===== config.mk =====
export PLATFORM = sky130hd
export DESIGN_NAME = cb_wb_arbiter
export DESIGN_NICKNAME = d
export VERILOG_FILES = /design/src/rtl/cb_wb_arbiter.sv
export SDC_FILE = /design/constraint.sdc
export NUM_CORES = 1
export LEC_CHECK = 0
export CAP_MARGIN = 0
export CORE_MARGIN = 5
export CORE_UTILIZATION = 50
export CTS_CLUSTER_SIZE = 30
export DETAILED_ROUTE_END_ITERATION = 16
export PLACE_DENSITY = 0.77
export REMOVE_ABC_BUFFERS = 1
export SLEW_MARGIN = 20
export SYNTH_ARGS = -nofsm -noshare
export SYNTH_HDL_FRONTEND = slang
export SYNTH_SLANG_ARGS = --single-unit

===== constraint.sdc =====
create_clock -name CLK -period 9 [get_ports CLK]
set_clock_uncertainty 0.05 [all_clocks]
set_input_delay 0.9 -clock CLK [delete_from_list [all_inputs] [get_ports CLK]]
set_output_delay 0.9 -clock CLK [all_outputs]
set_load 0.02 [all_outputs]

===== src/rtl/cb_wb_arbiter.sv =====
// cb_wb_arbiter: writeback arbiter in front of the completion buffer.
// Four result sources (0=arith, 1=mul, 2=div, 3=load/store) each own one
// holding slot. A round-robin pick among held slots is presented to the
// completion buffer. A same-cycle drain and reload of a slot is allowed.
//
// Ports:
//   CLK, RST       clock, asynchronous active-high reset
//   src_valid/src_ready            per-source handshake
//   src_index/src_vd/src_wdata/src_exception   per-source result fields
//   flush          discard all held results, block accepts
//   cb_stall       completion buffer refuses this cycle
//   cb_valid/cb_index/cb_vd/cb_wdata/cb_exception/cb_src  presented result
//   perf_grants/perf_conflicts     saturating perf counters
//
// Optional feature: define CB_WB_ARBITER_PERF_EN to build the perf counters;
// otherwise both perf outputs are tied to zero.
module cb_wb_arbiter #(
  parameter int NUM_CB_ENTRY = 16,
  parameter int NUM_SRC      = 4,
  localparam int IW          = $clog2(NUM_CB_ENTRY)
) (
  input  logic              CLK,
  input  logic              RST,
  input  logic [3:0]        src_valid,
  output logic [3:0]        src_ready,
  input  logic [4*IW-1:0]   src_index,
  input  logic [4*5-1:0]    src_vd,
  input  logic [4*32-1:0]   src_wdata,
  input  logic [3:0]        src_exception,
  input  logic              flush,
  input  logic              cb_stall,
  output logic              cb_valid,
  output logic [IW-1:0]     cb_index,
  output logic [4:0]        cb_vd,
  output logic [31:0]       cb_wdata,
  output logic              cb_exception,
  output logic [1:0]        cb_src,
  output logic [15:0]       perf_grants,
  output logic [15:0]       perf_conflicts
);

  localparam int unsigned NS = NUM_SRC;

  logic [3:0]    r_held;
  logic [IW-1:0] r_idx   [4];
  logic [4:0]    r_vd    [4];
  logic [31:0]   r_wdata [4];
  logic          r_exc   [4];
  logic [1:0]    r_rr;
  // A winner presented under stall is frozen so a newly accepted source
  // closer to the pointer cannot change the presented result mid-stall.
  logic          r_lock;
  logic [1:0]    r_lock_src;
  logic [IW-1:0] r_last_idx;
  logic [4:0]    r_last_vd;
  logic [31:0]   r_last_wdata;
  logic          r_last_exc;
  logic [1:0]    r_last_src;

  logic [1:0] w_search;
  logic [1:0] w_win;
  logic       w_any;
  logic       w_grant;

  always_comb begin
    logic       found;
    logic [1:0] j;
    found    = 1'b0;
    w_search = '0;
    j        = '0;
    for (int unsigned k = 0; k < NS; k++) begin
      j = r_rr + k[1:0];
      if (!found && r_held[j]) begin
        found    = 1'b1;
        w_search = j;
      end
    end
  end

  assign w_win    = r_lock ? r_lock_src : w_search;
  assign w_any    = |r_held;
  assign cb_valid = w_any && !flush;
  assign w_grant  = cb_valid && !cb_stall;

  always_comb begin
    src_ready = '0;
    for (int unsigned i = 0; i < NS; i++) begin
      src_ready[i] = !flush && (!r_held[i] || (w_grant && (w_win == i[1:0])));
    end
  end

  // With nothing held the last presented values are repeated.
  assign cb_index     = w_any ? r_idx[w_win]   : r_last_idx;
  assign cb_vd        = w_any ? r_vd[w_win]    : r_last_vd;
  assign cb_wdata     = w_any ? r_wdata[w_win] : r_last_wdata;
  assign cb_exception = w_any ? r_exc[w_win]   : r_last_exc;
  assign cb_src       = w_any ? w_win          : r_last_src;

  always_ff @(posedge CLK or posedge RST) begin
    if (RST) begin
      r_held       <= '0;
      r_rr         <= '0;
      r_lock       <= 1'b0;
      r_lock_src   <= '0;
      r_last_idx   <= '0;
      r_last_vd    <= '0;
      r_last_wdata <= '0;
      r_last_exc   <= 1'b0;
      r_last_src   <= '0;
      for (int unsigned i = 0; i < NS; i++) begin
        r_idx[i]   <= '0;
        r_vd[i]    <= '0;
        r_wdata[i] <= '0;
        r_exc[i]   <= 1'b0;
      end
    end else begin
      if (w_any) begin
        r_last_idx   <= cb_index;
        r_last_vd    <= cb_vd;
        r_last_wdata <= cb_wdata;
        r_last_exc   <= cb_exception;
        r_last_src   <= cb_src;
      end
      if (flush) begin
        r_held <= '0;
        r_lock <= 1'b0;
      end else begin
        for (int unsigned i = 0; i < NS; i++) begin
          if (w_grant && (w_win == i[1:0])) r_held[i] <= 1'b0;
          // Accept after clear so a drained slot can reload in the same cycle.
          if (src_valid[i] && src_ready[i]) begin
            r_held[i]  <= 1'b1;
            r_idx[i]   <= src_index[i*IW +: IW];
            r_vd[i]    <= src_vd[i*5 +: 5];
            r_wdata[i] <= src_wdata[i*32 +: 32];
            r_exc[i]   <= src_exception[i];
          end
        end
        if (w_grant) r_rr <= w_win + 2'd1;
        r_lock     <= cb_valid && cb_stall;
        r_lock_src <= w_win;
      end
    end
  end

`ifdef CB_WB_ARBITER_PERF_EN
  logic [15:0] r_perf_grants;
  logic [15:0] r_perf_conflicts;

  always_ff @(posedge CLK or posedge RST) begin
    if (RST) begin
      r_perf_grants    <= '0;
      r_perf_conflicts <= '0;
    end else begin
      if (w_grant && (r_perf_grants != '1)) r_perf_grants <= r_perf_grants + 16'd1;
      if (!flush && ($countones(r_held) >= 2) && (r_perf_conflicts != '1))
        r_perf_conflicts <= r_perf_conflicts + 16'd1;
    end
  end

  assign perf_grants    = r_perf_grants;
  assign perf_conflicts = r_perf_conflicts;
`else
  assign perf_grants    = '0;
  assign perf_conflicts = '0;
`endif

endmodule


==> results of run 1 <==
-- cell type report --
cell class	instances	area, µm²
inverters	10	45.0
fillers	2195	10100
flip-flops and latches	221	5530
multi-input cells	1052	6850
clock buffers	35	703
well taps	335	419
clock inverters	9	95.1
diodes	1	2.50
repair buffers	249	2430
-- registers in the layout (all words and copies together) (netlist names) --
signal,count
r_exc,4
r_held,4
r_idx,16
r_last_exc,1
r_last_idx,4
r_last_src,2
r_last_vd,5
r_last_wdata,32
r_lock,1
r_lock_src,2
r_rr,2
r_vd,20
r_wdata,128
-- final timing paths --
path                                    to  slack [ns]  cells after the start
max in group asynchronous      r_wdata[90]        5.86                      4
setup / recovery              src_ready[3]        3.19                      8
hold / removal             r_last_wdata[4]        0.42                      2
hold reg to reg            r_last_wdata[4]        0.42                      2
min in group asynchronous         r_vd[16]        0.86                      2
setup reg to reg                   r_vd[7]        4.60                      8
-- worst max-delay path, stage by stage --
cell and delay [ns]:
clkdlybuf4s50_1 0.76, or3_2 0.21, buf_4 0.77, a211o_2 0.76
buf_4 0.62, o21a_2 0.21, inv_1 0.04, clkdlybuf4s50_1 0.52
-- per-stage QoR --
step | instance area, µm² | std cells | setup TNS, ns | util | power, mW
global placement | 15300 | 1867 | 0 | 0.584 | 2.98
global route | 16100 | 1912 | 0 | 0.615 | 4.26
detailed placement | 15300 | 1867 | 0 | 0.584 | 3.03
CTS | 16100 | 1911 | 0 | 0.615 | 4.05
finish | 16100 | 1912 | 0 | 0.615 | 4.07
floorplan | 12400 | 1283 | -121.90 | - | 2.39
-- placed cells by master (no fill, tap or decap), types with 2 or more instances in the layout --
cell	instances
a21oi_1	6
a221oi_1	84
and3_1	84
buf_4	25
bufinv_16	2
clkbuf_1	6
clkbuf_16	25
clkbuf_8	4
clkdlybuf4s50_1	224
clkinv_1	4
clkinv_2	7
conb_1	32
dfrtp_1	221
inv_1	5
mux2_2	3
nand2_1	385
nand2b_1	2
nor2_1	2
o211ai_1	174
o211ai_2	78
o21a_2	2
o21ai_0	7
o311ai_0	84
o31a_1	2
o31ai_1	86
or2_2	4
or3_2	2
-- cell families after synthesis --
kind of cell | synth area share
muxes | 0.00254
AOI/OAI and AO/OA | 0.343
DFF | 0.417
and+or+nand+nor | 0.156
xor gates and xnor gates | 0.000660
other | 0.000282
buffers and inverters | 0.0808
-- per-layer routing --
layer | vias up | share of wire | GRT usage
li1 | 5699 | - | -
met1 | 6386 | 0.41 | 0.399
met2 | 798 | 0.45 | 0.430
met3 | 104 | 0.10 | 0.0675
met4 | 0 | 0.040 | 0.101
met5 | - | 0 | 0
-- power by group through the flow --
stage | Sequential [mW] | Combinational [mW] | Clock, mW
floorplan | 1.43 | 0.963 | 0
global placement | 1.46 | 1.52 | 0
detailed placement | 1.48 | 1.55 | 0
CTS | 1.47 | 1.56 | 1.02
global route | 1.51 | 1.69 | 1.06
finish | 1.48 | 1.58 | 1.01
==> flow_summary.yaml, run 1 <==
hold_path:
  hp-class: "reg2reg"
  hp-start: "r_last_wdata[4]"
clock_network:
  cts-buffers-inserted: 25
  cts_hold_buf: 0
  cts.clk_slew.worst_paths_ns: 0.06
  cts_tree: "done"
  cts_resized: 0
  insertion_delay_ns: 0.52
  cts_sinks: 221
  cts_setup_buffers: 0
  clock_path_buffers: 3
  clockRootBuffer: "clkbuf_16"
  htree_levels: 1
floorplan:
  start_util: 0.508
  dieArea_um2: 29900
  die-height_um: 173
  die_w_um: 173
  coreArea_um2: 26100
  io_pins: 257
  row_count: 59
synth:
  synth_area_um2: 13300
  synth_top_area_share: 0.417
  synth_ff_type: "dfrtp_1"
  synth_commonest_cells: "nand2_1 (386), dfrtp_1 (221), o211ai_1 (174)"
  synthCells: 1469
  syn_avg_cell_area_um2: 9.04
  ys.warnings.count: 0
  synth_cell_types: 35
  synth_area_leader_cell: "dfrtp_1"
  synth_edf_count: 0
  seq_area_frac_synth: 0.417
  ys_seq_elements: 221
  synth_area_leaders: "dfrtp_1 (42%), nand2_1 (11%), o211ai_1 (9.8%)"
  synth-async-reset-ratio: 1.00
  yosysMostFrequentCell: "nand2_1"
drt:
  dr.pass1.iters: 7
  vias: 13000
  via_per_inst: 6.79
  detail-route-antenna-nets: 0
  drc: 0
  wire_per_inst_um: 23.4
  drt-initial-drc-count: 1653
  finalWirelength_um: 44700
timing:
  setup_slack_ns: 3.19
  rsz0062_at_grt: "false"
  slew_headroom: 0.309
  fin_crit_ns: 5.81
  whs_ns: 0.420
  tightest_slew_ns: 1.04
  clock.fmax_ghz: 0.172
  final_hold_viol_count: 0
  finalSetupViolations: 0
  slew_viol_final: 0
  period_share: 0.645
finish:
  nNetsFinal: 1735
  layout-drive-gt1-share: 0.102
  area_growth_pct: 21.1
power:
  p_leak_nw: 6.34
  p_per_area_nw_per_um2: 253
  seq_power_share: 0.363
  pwr-share-clk: 0.249
  power_switching_mw: 1.55
  internal_power_mw: 2.51
  swShare: 0.382
  power_frac_comb: 0.388
  ir_drop_mv: 0.172
critical_path:
  cp_data_required_time_ns: 8.05
  end_kind: "primary output"
  critPathMaxFanout: 93
  path_class: "in2out"
  reg2reg_from: "r_held[0]"
  crit_start: "flush"
  cp.arrival_ns: 4.86
  startpoint_type: "primary input"
global_route:
  grt_pass1_wl_um: 70500
  grt_overflow: 0
  track_usage: 0.283
  first_global_vias: 12500
  antenna_found_initial: 1
  grt_max_degree: 100
status:
  status: "finished, final reports clean"
place:
  port_buffers: 224
  globalplace.congestion: 0.828
  dpl.hpwl_um: 27100
  post-place-ws_ns: 3.30
job:
  max_cap_violations: 0
Note: power is estimated with default switching activity, not from simulation.
==> run 2: changes to the inputs <==
Clock period 9 ns to 5.7 ns, I/O delays scaled along.
==> flow_summary.yaml, run 2 (synthesis results as in run 1) <==
global_route:
  track_usage: 0.283
  grt_overflow: 0
  antenna_found_initial: 3
  grt_pass1_wl_um: 70500
  grt_max_degree: 117
  first_global_vias: 12500
clock_network:
  cts_tree: "done"
  cts_resized: 0
  clockRootBuffer: "clkbuf_16"
  cts_hold_buf: 0
  cts.clk_slew.worst_paths_ns: 0.06
  clock_path_buffers: 3
  cts_sinks: 221
  insertion_delay_ns: 0.53
  htree_levels: 1
  cts-buffers-inserted: 25
  cts_setup_buffers: 0
finish:
  nNetsFinal: 1743
  largest_register: "r_wdata"
  layout_commonest_cell: "nand2_1"
  fill_cells: 2246
  postLayoutCoreUtil: 0.618
  final_cells: 1920
  area_growth_pct: 21.7
  final_cell_area_um2: 16200
  layout-drive-gt1-share: 0.107
  reg_top3: "r_wdata x128, r_last_wdata x32, r_vd x20"
  largest_reg_flops: 128
  mostFrequentLayoutCells: "nand2_1 (385), clkdlybuf4s50_1 (224), dfrtp_1 (221)"
drt:
  detail-route-antenna-nets: 0
  finalWirelength_um: 44300
  via_per_inst: 6.73
  drc: 0
  wire_per_inst_um: 23.1
  drt-initial-drc-count: 1730
  vias: 12900
  dr.pass1.iters: 6
critical_path:
  path_class: "reg2out"
  end_kind: "primary output"
  reg2regPathDepth: 6
  ff2ff_setup_slack_ns: 2.44
  startpoint_type: "flip-flop"
  cp.arrival_ns: 4.20
  cp_data_required_time_ns: 5.08
  r2r_end: "r_vd[3]"
  reg2reg_from: "r_held[0]"
  critPathMaxFanout: 31
timing:
  setup_slack_ns: 0.882
  final_hold_viol_count: 0
  fin_crit_ns: 4.82
  tightest_slew_ns: 1.03
  clock.fmax_ghz: 0.208
  period_share: 0.845
  finalSetupViolations: 0
  slew_headroom: 0.315
  rsz0062_at_grt: "false"
  slew_viol_final: 0
hold_path:
  hp-start: "r_last_wdata[21]"
  min_to: "r_last_wdata[21]"
  min_path_cells: 2
  hp-class: "reg2reg"
floorplan:
  die-height_um: 173
  dieArea_um2: 29900
  die_w_um: 173
  row_count: 59
  io_pins: 257
  start_util: 0.508
  coreArea_um2: 26100
power:
  p_per_area_nw_per_um2: 399
  power.total_mw: 6.45
  p_leak_nw: 6.39
  ir_drop_mv: 0.329
place:
  globalplace.congestion: 0.849
  port_buffers: 224
  dpl.cell_count: 1875
  placed_cell_area_um2: 15300
  dpl.hpwl_um: 27700
  post-place-ws_ns: 1.31
job:
  max_cap_violations: 0
status:
  status: "finished, final reports clean"
==> run 2: worst max path at each step <==
stage          depth (start not counted)            to  slack [ns]      start
6_report                               7   cb_wdata[3]        0.88  r_held[2]
5_1_grt                                7  cb_wdata[18]        0.75  r_held[0]
4_1_cts                                7   cb_wdata[3]        1.00  r_held[2]
3_5_place_dp                           7  src_ready[2]        1.31      flush
3_3_place_gp                           7  src_ready[2]        1.28      flush
2_1_floorplan                          5  src_ready[2]       -5.29  r_held[0]
==> run 2: routing by layer <==
metal	vias up	part of all wire	GRT usage
met5	-	0.00025	0
met3	96	0.096	0.0487
met4	2	0.034	0.0944
met1	6360	0.41	0.404
met2	746	0.46	0.439
li1	5714	-	-
==> run 2: critical path: stages (launching register included) <==
cell and delay (ns):
dfrtp_1 0.44, or3_2 0.51, nand2_1 0.16, a21o_2 0.61
buf_4 0.44, a221oi_1 0.20, o31ai_1 0.57, clkdlybuf4s50_1 0.72
==> run 2: report_power, final <==
part,total (mW),switching [mW],internal [mW]
clock network,1.62,0.657,0.963
logic,2.49,1.49,1.01
registers,2.34,0.304,2.03
total,6.45,2.45,4.00
==> run 2: per-stage QoR <==
| step | setup TNS [ns] | hold WS [ns] |
|---|---|---|
| floorplan | -979.64 | 0.389 |
| global route | 0 | 0.441 |
| finish | 0 | 0.421 |
| detailed placement | 0 | 0.409 |
| CTS | 0 | 0.423 |
| global placement | 0 | 0.403 |
==> run 2: layout make-up <==
cell class | instances | area [µm²] | area share
Clock buffer | 39 | 768 | 0.0475
Sequential cell | 221 | 5530 | 0.342
Antenna cell | 2 | 5.00 | 0.000310
Multi-Input combinational cell | 1052 | 6840 | 0.423
Inverter | 10 | 45.0 | 0.00279
Timing Repair Buffer | 257 | 2500 | 0.155
Clock inverter | 4 | 48.8 | 0.00302
Tap cell | 335 | 419 | 0.0259
